$ cat config.mk
export PLATFORM = sky130hd
export DESIGN_NAME = multicycle_control_flat
export DESIGN_NICKNAME = d
export VERILOG_FILES = /design/src/rtl/multicycle_control_if.sv /design/src/rtl/multicycle_control.sv /design/src/flat_wrapper.sv
export SDC_FILE = /design/constraint.sdc
export NUM_CORES = 1
export LEC_CHECK = 0
export ABC_AREA = 1
export CORE_AREA = 2 2 42 44
export CTS_BUF_LIST = sky130_fd_sc_hd__clkbuf_4 sky130_fd_sc_hd__clkbuf_8
export DETAILED_ROUTE_END_ITERATION = 10
export DIE_AREA = 0 0 44 46
export PLACE_DENSITY = 0.93
export SLEW_MARGIN = 5
export SYNTH_ARGS = -nofsm -noshare
export SYNTH_HDL_FRONTEND = slang
export SYNTH_SLANG_ARGS = --single-unit
$ cat constraint.sdc
create_clock -name clk -period 3.5 [get_ports clk]
set_clock_uncertainty 0.15 [all_clocks]
set_input_delay 0.7 -clock clk [delete_from_list [all_inputs] [get_ports clk]]
set_output_delay 0.7 -clock clk [all_outputs]
set_load 0.02 [all_outputs]
$ cat src/rtl/multicycle_control_if.sv
// rtl/multicycle_control_if.sv - control/datapath signal bundle for the multicycle MIPS controller
interface multicycle_control_if;
    logic [5:0] opcode;
    logic       zero;
    logic       mem_ready;
    logic       PcWrite;
    logic       PcWriteCond;
    logic       IorD;
    logic       MemRead;
    logic       MemWrite;
    logic       IrWrite;
    logic       MemToReg;
    logic       RegDst;
    logic       RegWrite;
    logic       AluSrcA;
    logic [1:0] AluSrcB;
    logic [1:0] PcSource;
    logic [2:0] AluOp;
    logic [3:0] state;
    logic       illegal;

    modport master (
        input  opcode, zero, mem_ready,
        output PcWrite, PcWriteCond, IorD, MemRead, MemWrite, IrWrite,
               MemToReg, RegDst, RegWrite, AluSrcA, AluSrcB, PcSource,
               AluOp, state, illegal
    );

    modport slave (
        output opcode, zero, mem_ready,
        input  PcWrite, PcWriteCond, IorD, MemRead, MemWrite, IrWrite,
               MemToReg, RegDst, RegWrite, AluSrcA, AluSrcB, PcSource,
               AluOp, state, illegal
    );
endinterface

$ cat src/rtl/multicycle_control.sv
// rtl/multicycle_control.sv - Moore FSM sequencing the multicycle MIPS datapath
module multicycle_control #(
    parameter int MEM_HANDSHAKE = 1
) (
    input logic                  clk,
    input logic                  rst,
    multicycle_control_if.master bus
);
    localparam logic [2:0] ALU_OP_ADD   = 3'b000;
    localparam logic [2:0] ALU_OP_SUB   = 3'b001;
    localparam logic [2:0] ALU_OP_AND   = 3'b010;
    localparam logic [2:0] ALU_OP_OR    = 3'b011;
    localparam logic [2:0] ALU_OP_FUNCT = 3'b111;

    localparam logic [3:0] S_FETCH     = 4'd0;
    localparam logic [3:0] S_DECODE    = 4'd1;
    localparam logic [3:0] S_MEM_ADDR  = 4'd2;
    localparam logic [3:0] S_MEM_READ  = 4'd3;
    localparam logic [3:0] S_MEM_WB    = 4'd4;
    localparam logic [3:0] S_MEM_WRITE = 4'd5;
    localparam logic [3:0] S_EXECUTE   = 4'd6;
    localparam logic [3:0] S_ALU_WB    = 4'd7;
    localparam logic [3:0] S_BRANCH    = 4'd8;
    localparam logic [3:0] S_JUMP      = 4'd9;
    localparam logic [3:0] S_IMM_EXEC  = 4'd10;
    localparam logic [3:0] S_IMM_WB    = 4'd11;

    localparam logic [5:0] OP_RTYPE = 6'b000000;
    localparam logic [5:0] OP_LW    = 6'b100011;
    localparam logic [5:0] OP_SW    = 6'b101011;
    localparam logic [5:0] OP_BEQ   = 6'b000100;
    localparam logic [5:0] OP_J     = 6'b000010;
    localparam logic [5:0] OP_ADDI  = 6'b001000;
    localparam logic [5:0] OP_ANDI  = 6'b001100;
    localparam logic [5:0] OP_ORI   = 6'b001101;

    logic [3:0] state_q;
    logic [3:0] state_d;
    logic       ready;
    logic       known_op;

    // Without the handshake every memory access is assumed to finish in one cycle.
    assign ready = (MEM_HANDSHAKE == 0) ? 1'b1 : bus.mem_ready;

    always_comb begin
        known_op = 1'b0;
        case (bus.opcode)
            OP_RTYPE, OP_LW, OP_SW, OP_BEQ, OP_J, OP_ADDI, OP_ANDI, OP_ORI: known_op = 1'b1;
            default: known_op = 1'b0;
        endcase
    end

    always_comb begin
        state_d = state_q;
        case (state_q)
            S_FETCH:     if (ready) state_d = S_DECODE;
            S_DECODE: begin
                case (bus.opcode)
                    OP_RTYPE:                 state_d = S_EXECUTE;
                    OP_LW, OP_SW:             state_d = S_MEM_ADDR;
                    OP_BEQ:                   state_d = S_BRANCH;
                    OP_J:                     state_d = S_JUMP;
                    OP_ADDI, OP_ANDI, OP_ORI: state_d = S_IMM_EXEC;
                    default:                  state_d = S_FETCH;
                endcase
            end
            S_MEM_ADDR: begin
                if (bus.opcode == OP_LW)      state_d = S_MEM_READ;
                else if (bus.opcode == OP_SW) state_d = S_MEM_WRITE;
                else                          state_d = S_FETCH;
            end
            S_MEM_READ:  if (ready) state_d = S_MEM_WB;
            S_MEM_WRITE: if (ready) state_d = S_FETCH;
            S_EXECUTE:   state_d = S_ALU_WB;
            S_IMM_EXEC:  state_d = S_IMM_WB;
            default:     state_d = S_FETCH;
        endcase
    end

    always_ff @(posedge clk) begin
        if (rst) state_q <= S_FETCH;
        else     state_q <= state_d;
    end

    // Outputs are forced to their idle values for as long as rst is held.
    always_comb begin
        bus.PcWrite     = 1'b0;
        bus.PcWriteCond = 1'b0;
        bus.IorD        = 1'b0;
        bus.MemRead     = 1'b0;
        bus.MemWrite    = 1'b0;
        bus.IrWrite     = 1'b0;
        bus.MemToReg    = 1'b0;
        bus.RegDst      = 1'b0;
        bus.RegWrite    = 1'b0;
        bus.AluSrcA     = 1'b0;
        bus.AluSrcB     = 2'd0;
        bus.PcSource    = 2'd0;
        bus.AluOp       = ALU_OP_ADD;
        bus.state       = 4'd0;
        bus.illegal     = 1'b0;
        if (!rst) begin
            bus.state = state_q;
            case (state_q)
                S_FETCH: begin
                    bus.MemRead = 1'b1;
                    bus.AluSrcB = 2'd1;
                    bus.IrWrite = ready;
                    bus.PcWrite = ready;
                end
                S_DECODE: begin
                    bus.AluSrcB = 2'd3;
                    bus.illegal = ~known_op;
                end
                S_MEM_ADDR: begin
                    bus.AluSrcA = 1'b1;
                    bus.AluSrcB = 2'd2;
                end
                S_MEM_READ: begin
                    bus.MemRead = 1'b1;
                    bus.IorD    = 1'b1;
                end
                S_MEM_WB: begin
                    bus.RegWrite = 1'b1;
                    bus.MemToReg = 1'b1;
                end
                S_MEM_WRITE: begin
                    bus.MemWrite = 1'b1;
                    bus.IorD     = 1'b1;
                end
                S_EXECUTE: begin
                    bus.AluSrcA = 1'b1;
                    bus.AluOp   = ALU_OP_FUNCT;
                end
                S_ALU_WB: begin
                    bus.RegWrite = 1'b1;
                    bus.RegDst   = 1'b1;
                end
                S_BRANCH: begin
                    bus.AluSrcA     = 1'b1;
                    bus.AluOp       = ALU_OP_SUB;
                    bus.PcWriteCond = 1'b1;
                    bus.PcSource    = 2'd1;
                end
                S_JUMP: begin
                    bus.PcWrite  = 1'b1;
                    bus.PcSource = 2'd2;
                end
                S_IMM_EXEC: begin
                    bus.AluSrcA = 1'b1;
                    bus.AluSrcB = 2'd2;
                    if (bus.opcode == OP_ANDI)     bus.AluOp = ALU_OP_AND;
                    else if (bus.opcode == OP_ORI) bus.AluOp = ALU_OP_OR;
                    else                           bus.AluOp = ALU_OP_ADD;
                end
                S_IMM_WB: begin
                    bus.RegWrite = 1'b1;
                end
                default: begin
                    bus.state = state_q;
                end
            endcase
        end
    end
endmodule

$ cat src/flat_wrapper.sv
// flat-port wrapper written by rule: the top's interface ports become plain ports
module multicycle_control_flat 
#(
    parameter int MEM_HANDSHAKE = 1
)
  (clk, rst, bus_opcode, bus_zero, bus_mem_ready, bus_PcWrite, bus_PcWriteCond, bus_IorD, bus_MemRead, bus_MemWrite, bus_IrWrite, bus_MemToReg, bus_RegDst, bus_RegWrite, bus_AluSrcA, bus_AluSrcB, bus_PcSource, bus_AluOp, bus_state, bus_illegal);
  multicycle_control_if bus_i ();
  input logic clk;
  input logic rst;
  input wire logic [$bits(bus_i.opcode)-1:0] bus_opcode;
  input wire logic [$bits(bus_i.zero)-1:0] bus_zero;
  input wire logic [$bits(bus_i.mem_ready)-1:0] bus_mem_ready;
  output wire logic [$bits(bus_i.PcWrite)-1:0] bus_PcWrite;
  output wire logic [$bits(bus_i.PcWriteCond)-1:0] bus_PcWriteCond;
  output wire logic [$bits(bus_i.IorD)-1:0] bus_IorD;
  output wire logic [$bits(bus_i.MemRead)-1:0] bus_MemRead;
  output wire logic [$bits(bus_i.MemWrite)-1:0] bus_MemWrite;
  output wire logic [$bits(bus_i.IrWrite)-1:0] bus_IrWrite;
  output wire logic [$bits(bus_i.MemToReg)-1:0] bus_MemToReg;
  output wire logic [$bits(bus_i.RegDst)-1:0] bus_RegDst;
  output wire logic [$bits(bus_i.RegWrite)-1:0] bus_RegWrite;
  output wire logic [$bits(bus_i.AluSrcA)-1:0] bus_AluSrcA;
  output wire logic [$bits(bus_i.AluSrcB)-1:0] bus_AluSrcB;
  output wire logic [$bits(bus_i.PcSource)-1:0] bus_PcSource;
  output wire logic [$bits(bus_i.AluOp)-1:0] bus_AluOp;
  output wire logic [$bits(bus_i.state)-1:0] bus_state;
  output wire logic [$bits(bus_i.illegal)-1:0] bus_illegal;
  assign bus_i.opcode = bus_opcode;
  assign bus_i.zero = bus_zero;
  assign bus_i.mem_ready = bus_mem_ready;
  assign bus_PcWrite = bus_i.PcWrite;
  assign bus_PcWriteCond = bus_i.PcWriteCond;
  assign bus_IorD = bus_i.IorD;
  assign bus_MemRead = bus_i.MemRead;
  assign bus_MemWrite = bus_i.MemWrite;
  assign bus_IrWrite = bus_i.IrWrite;
  assign bus_MemToReg = bus_i.MemToReg;
  assign bus_RegDst = bus_i.RegDst;
  assign bus_RegWrite = bus_i.RegWrite;
  assign bus_AluSrcA = bus_i.AluSrcA;
  assign bus_AluSrcB = bus_i.AluSrcB;
  assign bus_PcSource = bus_i.PcSource;
  assign bus_AluOp = bus_i.AluOp;
  assign bus_state = bus_i.state;
  assign bus_illegal = bus_i.illegal;
  multicycle_control #(.MEM_HANDSHAKE(MEM_HANDSHAKE)) u_core (.clk(clk), .rst(rst), .bus(bus_i));
endmodule
==> summary.md <==
| Metric | Value |
|---|---|
| Placed insts | 171 |
| GR Overflow Total | 0 |
| Post-route cell area | 1007 um2 |
| Via count | 883 |
| Area grow syn2layout | 50.47% |
| Placed cell area | 982.2 um2 |
| Synth Flop Type | dfxtp_1 |
| RePlAce Congestion | 0.9172 |
| Worst-Margin Slew | 277.7 ps |
| Post-synthesis net count | 136 |
| Compound-cell area share of the yosys netlist | 12.15% |
| Mapped Area | 669.4 um2 |
| I/O pins | 32 |
| Largest net degree at the start of global routing | 16 |
| Antenna diodes | 0 |
| Initial Util | 41.47% |
| Clock Latency Late Sink | 240 ps |
| Post-synth EDFFs | 0 |
| Final hold violations | 0 |
| Top post-synthesis cells by area | nand2_1, nor2_1, dfxtp_1, inv_1, nand3_1 |
| Fin crit share | 94.62% |
| Share of post-route cells with drive strength above 1 | 19.75% |
| Antenna violations before repair | 0 |
| Remaining antenna violation count | 0 |
| Ys Warns | 0 |
| First-pass GRT wire length | 3.153 mm |
| Vias in the first global route | 796 |
| Worst setup EP type | primary output |
| Post-Synthesis Cells | 126 |
| Resize count post-CTS | 0 |
| Post-route non-filler standard cell count | 174 |
| Multiplexer share of the synthesized area | 0% |
| CTS Buffer Depth | 2 |
| Hold crit path type | reg -> reg |
| CTS Hold Bufs | 0 |
| Main combinational cell family by area after synthesis | simple AND/OR/NAND/NOR gates |
| Routed WL per cell | 11.16 um |
| Root buf cell | clkbuf_4 |
| Post-synthesis sequential area ratio | 11.96% |
| Max reg flops | 4 |
| Post-synth top area cell | nand2_1 |
| DRC Markers | 0 |
| Final setup vio count | 0 |
| Slew HR | 81.46% |
| Post-CTS setup repair buffer count | 0 |
| Sink Count | 4 |
| Clock slew at reported path FFs | 40 ps |
| Chip width | 44 um |
| Largest regs | u_core.state_q: 4 flops |
| Routed WL | 1.941 mm |
| Status | complete, no violations |
| Fin. max-slew vios | 0 |
| Pwr Total | 214.4 uW |
| Top cells by count, synth | nand2_1, nor2_1, inv_1, nand3_1, inv_2 |
| Pleak | 0.5339 nW |
| Post-Synth Simple-Gate Area | 60.93% |
| Area of the multi-input gates | 489.2 um2 |
| XOR/XNOR Fraction of Synth Area | 0% |
| Die ar. | 2024 um2 |
| Most common cell in the synthesized netlist | nand2_1 |
| GRT Total Usage | 20.67% |
| DRT iter0 DRCs | 28 |
| Die height | 46 um |
| CTS Buf Count | 3 |
| Peak VDD IR | 199.6 uV |
| CTS tree | yes |
| Async SR Flop Fraction | 0% |
| Internal | 128.4 uW |
| Combinational share of power | 47.1% |
| Register area | 80.08 um2 |
| #FFs+latches synth | 4 |
| Fmax | 302.0 MHz |
| Hpwl dp | 1.590 mm |
| Post-Syn Area per Cell | 5.313 um2 |
| Post-Route Setup TNS | 0 ps |
| CP arrival | 2460 ps |
| Clk pwr share | 27.9% |
| Top cell type's share of synthesized area | 16.82% |
| Largest reg by FF count | u_core.state_q |
| Final Critical Period | 3312 ps |
| Vias per cell | 5.075 |
| Crit start category | input port |
| Seq pwr share | 25.0% |
| Cell variety after synth | 23 |
| WP data required | 2650 ps |
| Drt pass-1 iters | 4 |
| Max cap viols | 0 |
| Power density cells | 212.8 nW/um2 |
| Switching part of the total | 40.11% |
| Adder-cell area share of the yosys netlist | 0% |
| H-Tree Depth | 1 |
| Worst-path maximum fanout | 7 |
| # nets final | 169 |
| Number of port buffers | 30 |
| Critical path type | in -> out |
| # fillers | 137 |
| CORE AREA | 1614 um2 |
| Site row count | 15 |
| RSZ-0062 raised after global routing | no |
| Sw power | 85.99 uW |
## cell type report
| cell class | instances | share of cell area [%] |
|---|---|---|
| multi-input combinational | 97 | 48.57 |
| timing repair buffer | 31 | 30.81 |
| inverter | 22 | 8.323 |
| sequential | 4 | 7.950 |
| clock buffer | 3 | 2.236 |
| tap | 17 | 2.112 |
## cell families after synthesis
family	count (synthesis)
buffers and inverters	25
AND/OR/NAND/NOR	84
AO/OA/AOI/OAI	13
flip-flops	4
## power groups by stage
stage	registers (mW)	logic (mW)	clock network, mW
2_1_floorplan	0.0529	0.0633	0
3_3_place_gp	0.0539	0.0993	0
3_5_place_dp	0.0541	0.101	0
4_1_cts	0.0534	0.101	0.0609
5_1_grt	0.0542	0.111	0.0642
6_report	0.0535	0.101	0.0598
## path summary, 6_finish.rpt
check	from	endpoint	slack, ps	cells past startpoint
min reg2reg	u_core.state_q[1]	u_core.state_q[1]	500	4
max reg2reg	u_core.state_q[0]	u_core.state_q[2]	2080	9
min	u_core.state_q[1]	u_core.state_q[1]	500	4
max	bus_opcode[3]	bus_AluOp[0]	190	8
## cell usage in the layout (no fill, tap or decap)
| cell type | Yosys | layout |
|---|---|---|
| o21ai_2 | 1 | 1 |
| clkdlybuf4s50_1 | 0 | 29 |
| dfxtp_1 | 4 | 4 |
| a31o_2 | 1 | 1 |
| dlymetal6s2s_1 | 0 | 1 |
| nor3_1 | 3 | 3 |
| nor2_1 | 25 | 25 |
| a21oi_1 | 6 | 6 |
| nand2_1 | 30 | 30 |
| o22ai_1 | 2 | 2 |
| a21oi_2 | 1 | 1 |
| nand3_1 | 9 | 9 |
| nand2_2 | 4 | 4 |
| nand4_1 | 1 | 1 |
| nor2_4 | 3 | 3 |
| inv_2 | 7 | 7 |
| nand2_4 | 4 | 4 |
| nor2_2 | 5 | 5 |
| o21ai_1 | 1 | 1 |
| buf_4 | 1 | 1 |
| o211ai_1 | 1 | 1 |
| inv_1 | 14 | 14 |
| clkinv_2 | 1 | 1 |
| clkbuf_4 | 0 | 3 |
## through the flow
stage / setup WS (ps) / utilization [%] / hold WS [ps]
2_1_floorplan: 697.5 / - / 518.1
4_1_cts: 153.9 / 62.25 / 496.9
6_report: 188.4 / 62.40 / 501.3
3_5_place_dp: 167.1 / 60.85 / 488.7
3_3_place_gp: 182.1 / 60.85 / 482.7
5_1_grt: 119.9 / 62.40 / 539.4
## critical path, stage by stage
cell,delay [ps]
clkdlybuf4s50_1,600
nand2_1,80
inv_1,80
nand3_1,140
o21ai_1,150
nand2_1,70
inv_1,50
clkdlybuf4s50_1,590
## per-layer routing
metal	track usage [%]	up-vias	share of wire (%)
li1	-	457	-
met1	23.19	380	40
met2	36.76	42	50
met3	5.952	4	8.3
met4	7.879	0	1.3
met5	0	-	0
(Power assumes the default switching activity.)
